## src/rtl/cdc_fifo_write_arbiter.sv

```systemverilog
// Round-robin arbiter sharing one cdc_fifo write port among several write-domain requesters.
// Grants are held for a burst that ends on the requester's last beat or after max_burst beats.
module cdc_fifo_write_arbiter #(
   parameter int unsigned num_requesters = 4,
   parameter int unsigned data_width     = 32,
   parameter int unsigned max_burst      = 16,
   localparam int unsigned id_width      = $clog2(num_requesters)
) (
   input  logic                                 clk,
   input  logic                                 reset,
   input  logic [num_requesters*data_width-1:0] req_data,
   input  logic [num_requesters-1:0]            req_valid,
   input  logic [num_requesters-1:0]            req_last,
   output logic [num_requesters-1:0]            req_ready,
   output logic [id_width+data_width-1:0]       fifo_write_data,
   output logic                                 fifo_write_valid,
   input  logic                                 fifo_write_ready,
   output logic [id_width-1:0]                  grant_id,
   output logic                                 busy
);

   localparam int unsigned cnt_width = $clog2(max_burst + 1);
   localparam logic [cnt_width-1:0] last_count = cnt_width'(max_burst - 1);
   localparam logic [id_width-1:0] top_id = id_width'(num_requesters - 1);

   typedef enum logic {StIdle, StBurst} state_t;

   state_t                state;
   logic [id_width-1:0]   rr_ptr;
   logic [cnt_width-1:0]  burst_count;
   logic [id_width-1:0]   winner;
   logic [id_width-1:0]   cand;
   logic                  found;
   logic                  accept;
   logic                  release_grant;
   logic [data_width-1:0] payload [num_requesters];

   for (genvar i = 0; i < num_requesters; i++) begin : g_payload
      assign payload[i] = req_data[i*data_width +: data_width];
   end

   // Search starts one past the last grant and wraps, so the previous winner is checked last.
   always_comb begin
      found  = 1'b0;
      winner = rr_ptr;
      cand   = rr_ptr;
      for (int k = 0; k < num_requesters; k++) begin
         cand = (cand == top_id) ? '0 : cand + 1'b1;
         if (!found && req_valid[cand]) begin
            found  = 1'b1;
            winner = cand;
         end
      end
   end

   always_comb begin
      req_ready        = '0;
      fifo_write_valid = 1'b0;
      fifo_write_data  = '0;
      if (state == StBurst) begin
         req_ready[grant_id] = fifo_write_ready;
         fifo_write_valid    = req_valid[grant_id];
         fifo_write_data     = {grant_id, payload[grant_id]};
      end
   end

   assign accept        = (state == StBurst) && fifo_write_valid && fifo_write_ready;
   assign release_grant = req_last[grant_id] || (burst_count == last_count);
   assign busy          = (state == StBurst);

   always_ff @(posedge clk or posedge reset) begin
      if (reset) begin
         state       <= StIdle;
         grant_id    <= '0;
         rr_ptr      <= top_id;
         burst_count <= '0;
      end else begin
         case (state)
            StIdle: begin
               if (found) begin
                  state       <= StBurst;
                  grant_id    <= winner;
                  rr_ptr      <= winner;
                  burst_count <= '0;
               end
            end
            StBurst: begin
               if (accept) begin
                  if (release_grant) begin
                     state <= StIdle;
                  end else begin
                     burst_count <= burst_count + 1'b1;
                  end
               end
            end
            default: state <= StIdle;
         endcase
      end
   end

endmodule

```

## config.mk

```make
export PLATFORM = sky130hd
export DESIGN_NAME = cdc_fifo_write_arbiter
export DESIGN_NICKNAME = d
export VERILOG_FILES = /design/src/rtl/cdc_fifo_write_arbiter.sv
export SDC_FILE = /design/constraint.sdc
export NUM_CORES = 1
export LEC_CHECK = 0
export BUFFER_PORTS_ARGS = -buffer_cell sky130_fd_sc_hd__buf_2
export CORE_ASPECT_RATIO = 1.5
export CORE_UTILIZATION = 36
export DETAILED_ROUTE_END_ITERATION = 7
export PLACE_DENSITY_LB_ADDON = 0.1
export SYNTH_ARGS = -nofsm -noshare
export SYNTH_HDL_FRONTEND = slang
export SYNTH_SLANG_ARGS = --single-unit
```

## constraint.sdc

```tcl
create_clock -name clk -period 2.4 [get_ports clk]
set_input_delay 0.24 -clock clk [delete_from_list [all_inputs] [get_ports clk]]
set_output_delay 0.24 -clock clk [all_outputs]
set_load 0.03 [all_outputs]
```

==> results.md, run 1 <==
Global route:
- The number of antenna violations at the first check in global routing was 0.
- The remaining global-route overflow is 0.
- The global-route wire length before repair is 9.54 mm.
- The number of global-route vias before repair is roughly 2,000.
- The largest net degree at the start of global routing is 36.
- The global router's overall resource usage is 24.7%.

STA:
- The final critical-path required period is around 2100 ps.
- The final count of hold timing violations is 0.
- The final worst slack is about 290 ps.
- The clock skew after layout is around 5.3 ps.
- The number of slew-limit violations in the final report was 0.
- The measured slew at the worst slew-check pin is ~520 ps.
- Derived from the worst setup path, the maximum achievable clock frequency is 0.475 GHz.
- The normalized max-slew margin is between 60% and 70%.
- The worst hold-check slack is 360 ps.
- Setup violations remaining at the end of the flow were counted as 0.
- Adding up every negative setup slack in the final design gives 0 ps.
- Setup repair after global routing left no endpoint under its margin.
- The post-route clock period utilization is between 80% and 90%.

Logic synthesis:
- The post-synthesis share of cell area spent on and, or, nand and nor gates is a little over a fifth.
- In the synthesized netlist the async set-or-reset flop fraction comes to between 90% and 100%.
- The top flip-flop cell by instance count after synthesis is sky130_fd_sc_hd__dfrtp_1.
- Averaged over all synthesized cells, the footprint is 10.5 um2.
- The number of warnings printed during yosys synthesis is 0.
- The commonest cells after synthesis are sky130_fd_sc_hd__and2_1, sky130_fd_sc_hd__mux4_2, sky130_fd_sc_hd__clkbuf_1.
- The sequential-to-total area share from yosys stat is 14.4%.
- Summing the areas of all xor and xnor instances in the mapped netlist gives less than 1% of the synthesized area.
- Synthesis produced a netlist with a net count of between 300 and 400.
- The netlist uses 31 different library cells.
- The cell count after synthesis is between 150 and 200.
- Summing the areas of all compound-gate instances in the mapped netlist gives under 10% of the synthesized area.
- By area, the combinational part of the netlist is dominated by multiplexers.
- The total of flip-flops plus latches after synthesis is 10.
- The share of synthesized area spent on multiplexers is between 40% and 50%.
- By area the synthesized netlist is led by sky130_fd_sc_hd__mux4_2, sky130_fd_sc_hd__and2_1, sky130_fd_sc_hd__dfrtp_1.
- The fraction of post-synthesis cell area in the top cell type by area is 45.0%.
- The cell taking the most area after synthesis is sky130_fd_sc_hd__mux4_2.
- After synthesis the cells add up to 1750 um2.
- The number of synthesized flops with an enable pin is 0.
- The synthesized netlist devotes under 10% of its cell area to adder and majority cells.

Drt:
- The per-cell routed wire length is around 16 um.
- The first routing iteration left 96 violations.
- The detailed-routing iteration count for the pre-antenna-repair pass is 4.
- The number of remaining DRC errors is 0.
- The routed via count is between 2,000 and 2,500.
- The final routed wirelength across all metal layers is roughly 6.3 mm.
- The via density per instance is 5.16.
- The number of routed nets with antenna violations is 0.

Setup path:
- The worst setup path is captured at an output port.
- Traced cell by cell, the critical path runs through buf_12 -> mux4_2 -> and2_1 -> buf_2.
- The endpoint required time on the critical path is 2160 ps.
- The worst setup path is launched from a flip-flop.
- The source of the worst register-to-register timing path is burst_count[0].
- Among all stages on the critical path, the largest delay is contributed by sky130_fd_sc_hd__mux4_2.
- The startpoint of the most critical setup path is grant_id[0].
- The category of the most critical setup path is reg2out.
- The maximum fanout count along the critical path is 35.
- For this run, the slowest stage of the critical path takes roughly 550 ps.
- The arrival time of data at the critical path endpoint is between 1500 and 2000 ps.

Clock tree:
- The later pin in the worst-skew pair is clocked with a latency of 230 ps.
- Gates resized during post-CTS repair numbered 0.
- The tree built by TritonCTS fans out to 10 sinks.
- The number of clock buffers added by TritonCTS is 3.
- The CTS tree is built.
- In this run the number of H-tree levels came out at 1.
- The clock transition at the register clock pins on the worst setup and hold paths after CTS is about 50 ps.
- The master cell of the clock root buffer is sky130_fd_sc_hd__clkbuf_8.
- The clock passes through at most 2 buffers.

Pwr:
- For this design the ratio of total power to cell area is 1210 nW/um2.
- The internal power of the cells totals 1.58 mW.
- The proportion of power drawn by combinational gates is approximately 85%.
- The worst supply voltage drop on vdd is between 1000 and 1500 uV.
- The sequential cell fraction of total power is a little under a tenth.
- The proportion of power drawn by the clock network is about 5.3%.
- The share of total power consumed by net switching is a little over half.
- For this design the static power due to leakage is about 1.4 nW.
- The analysis attributes to net switching a power of around 1.8 mW.

Layout:
- The layout net count is between 400 and 500.
- The number of cells in the finished layout apart from fillers is between 400 and 500.
- From synthesis to final layout, the design area changed by 58.2%.
- The diode insertion count for antenna repair is 0.
- The post-route netlist has just under 70% of its cells at a drive strength greater than 1.

Min path:
- The worst hold path class is in2reg.
- The worst min-delay path startpoint is fifo_write_ready.

Floorplanning:
- The area of the core is between 4000 and 5000 um2.
- The count of pins on the block boundary is approximately 180.
- The cell row count is 30.
- Once the floorplan was initialized, standard cells occupied between 30% and 40% of the core.
- The die span in y is between 80 and 90 um.
- From left edge to right edge, the die measures 58.9 um.
- The die footprint is 5150 um2.

Place:
- The worst slack after detailed placement is ~320 ps.
- The congestion estimate from routability-driven global placement came to 0.855.
- In this run the tool buffered the top-level ports with 180 buffer cells.
- Once placement completed, the tool counted placed cells totaling just under 400.
- After legalization and detailed placement, the total HPWL measured 5.44 mm.

Outcome:
- The run finished with clean final reports.

Run:
- Across the run, the number of max-cap violations was 0.
area by class of cell:
type	instances	area, um2
multi-input cells	133	1400
repair buffers	187	968
fillers	417	1810
inverters	5	18.8
well taps	64	80.1
flip-flops and latches	10	254
clock buffers	4	45.0
layout by cell type (no fill, tap or decap), drive strengths merged, types with 2 or more instances in the layout:
master / instances
ha: 3
dfrtp: 8
nand3: 6
o211ai: 3
o21ai: 6
a21o: 3
nor3: 5
inv: 5
and2: 35
nor2: 6
buf: 186
nand2: 7
clkbuf: 4
a21oi: 7
dfstp: 2
mux4: 35
mux2i: 4
repair_timing:
action                                 CTS  global route
buffers inserted                         0             0
hold buffers                             1             0
endpoints found under the hold margin    8             0
state kept, by name (all words and copies together) (netlist names):
name and count:
grant_id 2, busy 1, rr_ptr 2, burst_count 5
worst max-delay path: cells and delay by family (launching register included):
family,cells,cell delay [ps]
buf+inv,2,460
flops,1,450
mux,1,550
simple gates,1,170
worst paths after layout:
path	end	slack (ps)	cells past startpoint
worst max-delay path	fifo_write_data[5]	290	4
worst min-delay path	busy	360	4
worst max register to register	burst_count[3]	300	6
worst min register to register	burst_count[4]	510	2
max in group asynchronous	rr_ptr[0]	1550	3
min in group asynchronous	burst_count[1]	530	3
power by group through the flow:
| stage | Clock (mW) | Sequential, mW | Combinational (mW) |
|---|---|---|---|
| floorplan | 0 | 0.330 | 2.15 |
| global route | 0.189 | 0.333 | 3.07 |
| finish | 0.178 | 0.322 | 2.84 |
| detailed placement | 0 | 0.325 | 2.86 |
| global placement | 0 | 0.320 | 2.84 |
| CTS | 0.185 | 0.322 | 2.87 |
through the flow:
step | total power, mW | cell area (um2) | utilization (%)
CTS | 3.38 | 2770 | 60.5
global route | 3.59 | 2770 | 60.5
detailed placement | 3.19 | 2710 | 59.3
global placement | 3.16 | 2710 | 59.3
finish | 3.34 | 2770 | 60.5
floorplan | 2.48 | 1750 | -
layer usage:
layer	track usage (%)	wire (um)
met4	11.0	210
met2	43.6	3350
met1	28.2	2260
met3	4.90	518
met5	0	0
cell families after synthesis:
family,Yosys count
AOI/OAI and AO/OA,22
xor gates and xnor gates,1
adders and majority gates,3
buffers and inverters,24
DFF,10
muxes,40
and+or+nand+nor,67
Power figures use the tool's default switching activity.
==> run 2: changes to the inputs <==
BUFFER_PORTS_ARGS = default   (was -buffer_cell sky130_fd_sc_hd__buf_2)
CORE_AREA = 2 2 70 72   (was default)
CORE_ASPECT_RATIO = default   (was 1.5)
CORE_UTILIZATION = default   (was 36)
DIE_AREA = 0 0 72 74   (was default)
DONT_BUFFER_PORTS = 1   (was default)
==> run 2 against run 1 <==
  * Flip-flop and latch count unchanged
  * Non-clock buffer count decreased by 175
  * Via count decreased by 30%
  * Clock power increased by 23%
  * Global-route usage decreased by 5.7 points
  * Utilization decreased by 19 points
  * Critical endpoint is now fifo_write_data[19]
  * Largest cell class unchanged
==> results.md, run 2 (synthesized netlist as in run 1, its figures left out) <==
STA:
- Setup repair after global routing left no endpoint under its margin.
- The post-route clock period utilization is about nine tenths.
- The clock arrives with ~2.8 ps of skew.
- Static timing analysis puts the maximum clock frequency at roughly 0.47 GHz.
- In the final timing run, aggregate negative setup slack is 0 ps.
- The final count of hold timing violations came to 0.
- At the pin with the least slew margin, the transition time is roughly 520 ps.
- The final critical-path required period is around 2100 ps.
- The number of slew-limit violations in the final report is 0.
- Setup violations remaining at the end of the flow were counted as 0.
- The normalized max-slew margin is 65.1%.

Floorplanning:
- The starting utilization of the core area is between 30% and 40%.
- The die span in y is around 74 um.
- The cell row count is 25.
- The die covers ~5300 um2.
- The floorplan step defined a core boundary enclosing about 4600 um2.
- The count of pins on the block boundary is between 150 and 200.
- The die is roughly 70 um wide.

Drt:
- For this run, the detailed router's first-pass iteration total came to 4.
- The DRC violation total after the first TritonRoute iteration is 48.
- The final layout contains routed wiring with a total length of 5.47 mm.
- The routed layout has approximately 1,500 vias.
- The number of remaining DRC errors is 0.
- The per-cell routed wire length is roughly 25 um.
- In the routed layout, each cell is associated on average with a via count of about 6.7.
- In this run the remaining antenna-violating nets after routing total 0.

Min path:
- The worst hold path class is in2reg.

Layout:
- The register with the most flip-flops in the layout has 5 of them.
- The area added between synthesis and finish is 8.08%.
- The largest registers in the layout are burst_count x5, grant_id x2, rr_ptr x2.
- More flip-flops sit in one register than any other, and that register is burst_count.
- The diode insertion count for antenna repair is 0.
- The post-route core utilization is between 40% and 50%.
- The top cell types in the final layout, fill and taps aside, are sky130_fd_sc_hd__mux4_2, sky130_fd_sc_hd__and2_1, sky130_fd_sc_hd__buf_4, sky130_fd_sc_hd__nand2_1, sky130_fd_sc_hd__a21oi_1.
- Cells with a size suffix above 1 make up between 30% and 40% of the layout.
- The net count of the finished layout is between 300 and 400.

Setup path:
- The critical path goes through buf_4 -> mux4_2 -> and2_1.
- The cell with the largest stage delay on the worst path is sky130_fd_sc_hd__mux4_2.
- STA classifies the critical path startpoint as a flip-flop.
- The maximum fanout count along the critical path is 19.
- The worst setup path is of the reg2out kind.
- The peak per-stage delay on the critical path is between 500 and 600 ps.
- Data arrives at the worst endpoint at 1890 ps.
- The endpoint required time on the critical path is approximately 2200 ps.
- The type of destination of the critical path is an output port.

Pwr:
- Overall power consumption after layout is estimated at ~3.0 mW.
- The worst-case IR drop observed on VDD is ~650 uV.
- In this run the power density over the cells is around 1600 nW/um2.
- The total leakage power is approximately 0.68 nW.

Outcome:
- The flow ran to the end, and the final reports show no timing, DRC or antenna violations.

Global route:
- The global router's overall resource usage is about a fifth.
- Entering global routing, the biggest net connects 25 pins.
- The first global-routing pass estimated between 7 and 8 mm of wire.
- For this run the aggregate overflow at the end of global routing stands at 0.
- The number of antenna violations at the first check in global routing is 2.
- The number of global-route vias before repair is between 1,500 and 2,000.

Clock tree:
- The sink count of the clock tree is 10.
- The clock passes through at most 2 buffers.
- TritonCTS built the clock tree.
- Counting the buffers created by CTS gives 3.
- The post-CTS setup buffer count is 0.
- The depth of the CTS H-tree is 1.
- The clock reaches the later pin of the worst-skew pair after between 200 and 250 ps.
- The clock transition at the register clock pins on the worst setup and hold paths after CTS is approximately 50 ps.
- The master cell of the clock root buffer is sky130_fd_sc_hd__clkbuf_8.

Place:
- At the end of routability-driven placement, the weighted congestion stood at roughly 0.9.
- The detailed placer's ending HPWL is 4.72 mm.
- Input and output buffers added on the ports amount to 0.

Run:
- The tool flagged a number of max-cap violations equal to 0.
[run 2: cell count changes in the layout (fill, tap and decap cells not counted)]
cell                       delta
sky130_fd_sc_hd__dfrtp_1      -1
sky130_fd_sc_hd__dfrtp_2      +1
sky130_fd_sc_hd__buf_2      -180
sky130_fd_sc_hd__clkbuf_8     +1
sky130_fd_sc_hd__buf_12       -1
sky130_fd_sc_hd__clkbuf_1     -1
sky130_fd_sc_hd__buf_4        +6
[run 2: layer usage]
layer	up-vias	share of wire (%)	track usage [%]
li1	636	-	-
met1	714	32	19.7
met2	88	54	34.2
met3	16	11	9.49
met4	4	1.9	6.08
met5	-	0.60	0
[run 2: path summary, 6_finish.rpt]
check | slack [ps] | startpoint | cells after the start | to
setup reg to reg | 280 | rr_ptr[0] | 6 | rr_ptr[0]
min in group asynchronous | 420 | reset | 2 | burst_count[4]
max in group asynchronous | 1650 | reset | 2 | rr_ptr[1]
hold / removal | 210 | fifo_write_ready | 3 | busy
hold reg to reg | 510 | burst_count[2] | 1 | burst_count[2]
setup / recovery | 270 | grant_id[0] | 3 | fifo_write_data[19]
[run 2: area by class of cell]
type,instances,area (um2)
Timing Repair Buffer,12,92.6
Clock buffer,4,55.1
Multi-Input combinational cell,133,1400
Sequential cell,10,255
Fill cell,441,2710
Tap cell,54,67.6
Inverter,5,18.8
[run 2: worst max-delay path: cells and delay by family (launching register included)]
family                 cells  cell delay [ps]
buffers and inverters      1              380
flip-flops                 1              410
AND/OR/NAND/NOR            1              290
multiplexers               1              550
[run 2: report_power, final]
| group | internal, mW | switching [mW] |
|---|---|---|
| sequential | 0.242 | 0.0918 |
| clock | 0.145 | 0.0743 |
| combinational | 0.908 | 1.49 |
[run 2: per-stage QoR]
stage | setup WS [ps] | instance area [um2] | hold WS (ps) | cells
5_1_grt | 162 | 1890 | 232 | 218
3_5_place_dp | 287 | 1830 | 144 | 213
4_1_cts | 239 | 1890 | 206 | 218
2_1_floorplan | 60.9 | 1750 | 78.7 | 167
6_report | 270 | 1890 | 211 | 218
3_3_place_gp | 365 | 1830 | 133 | 213
[run 2: timing repair]
item                      in CTS  in global routing
resized for setup              0                  0
hold buffers                   1                  0
hold endpoints to repair       8                  0
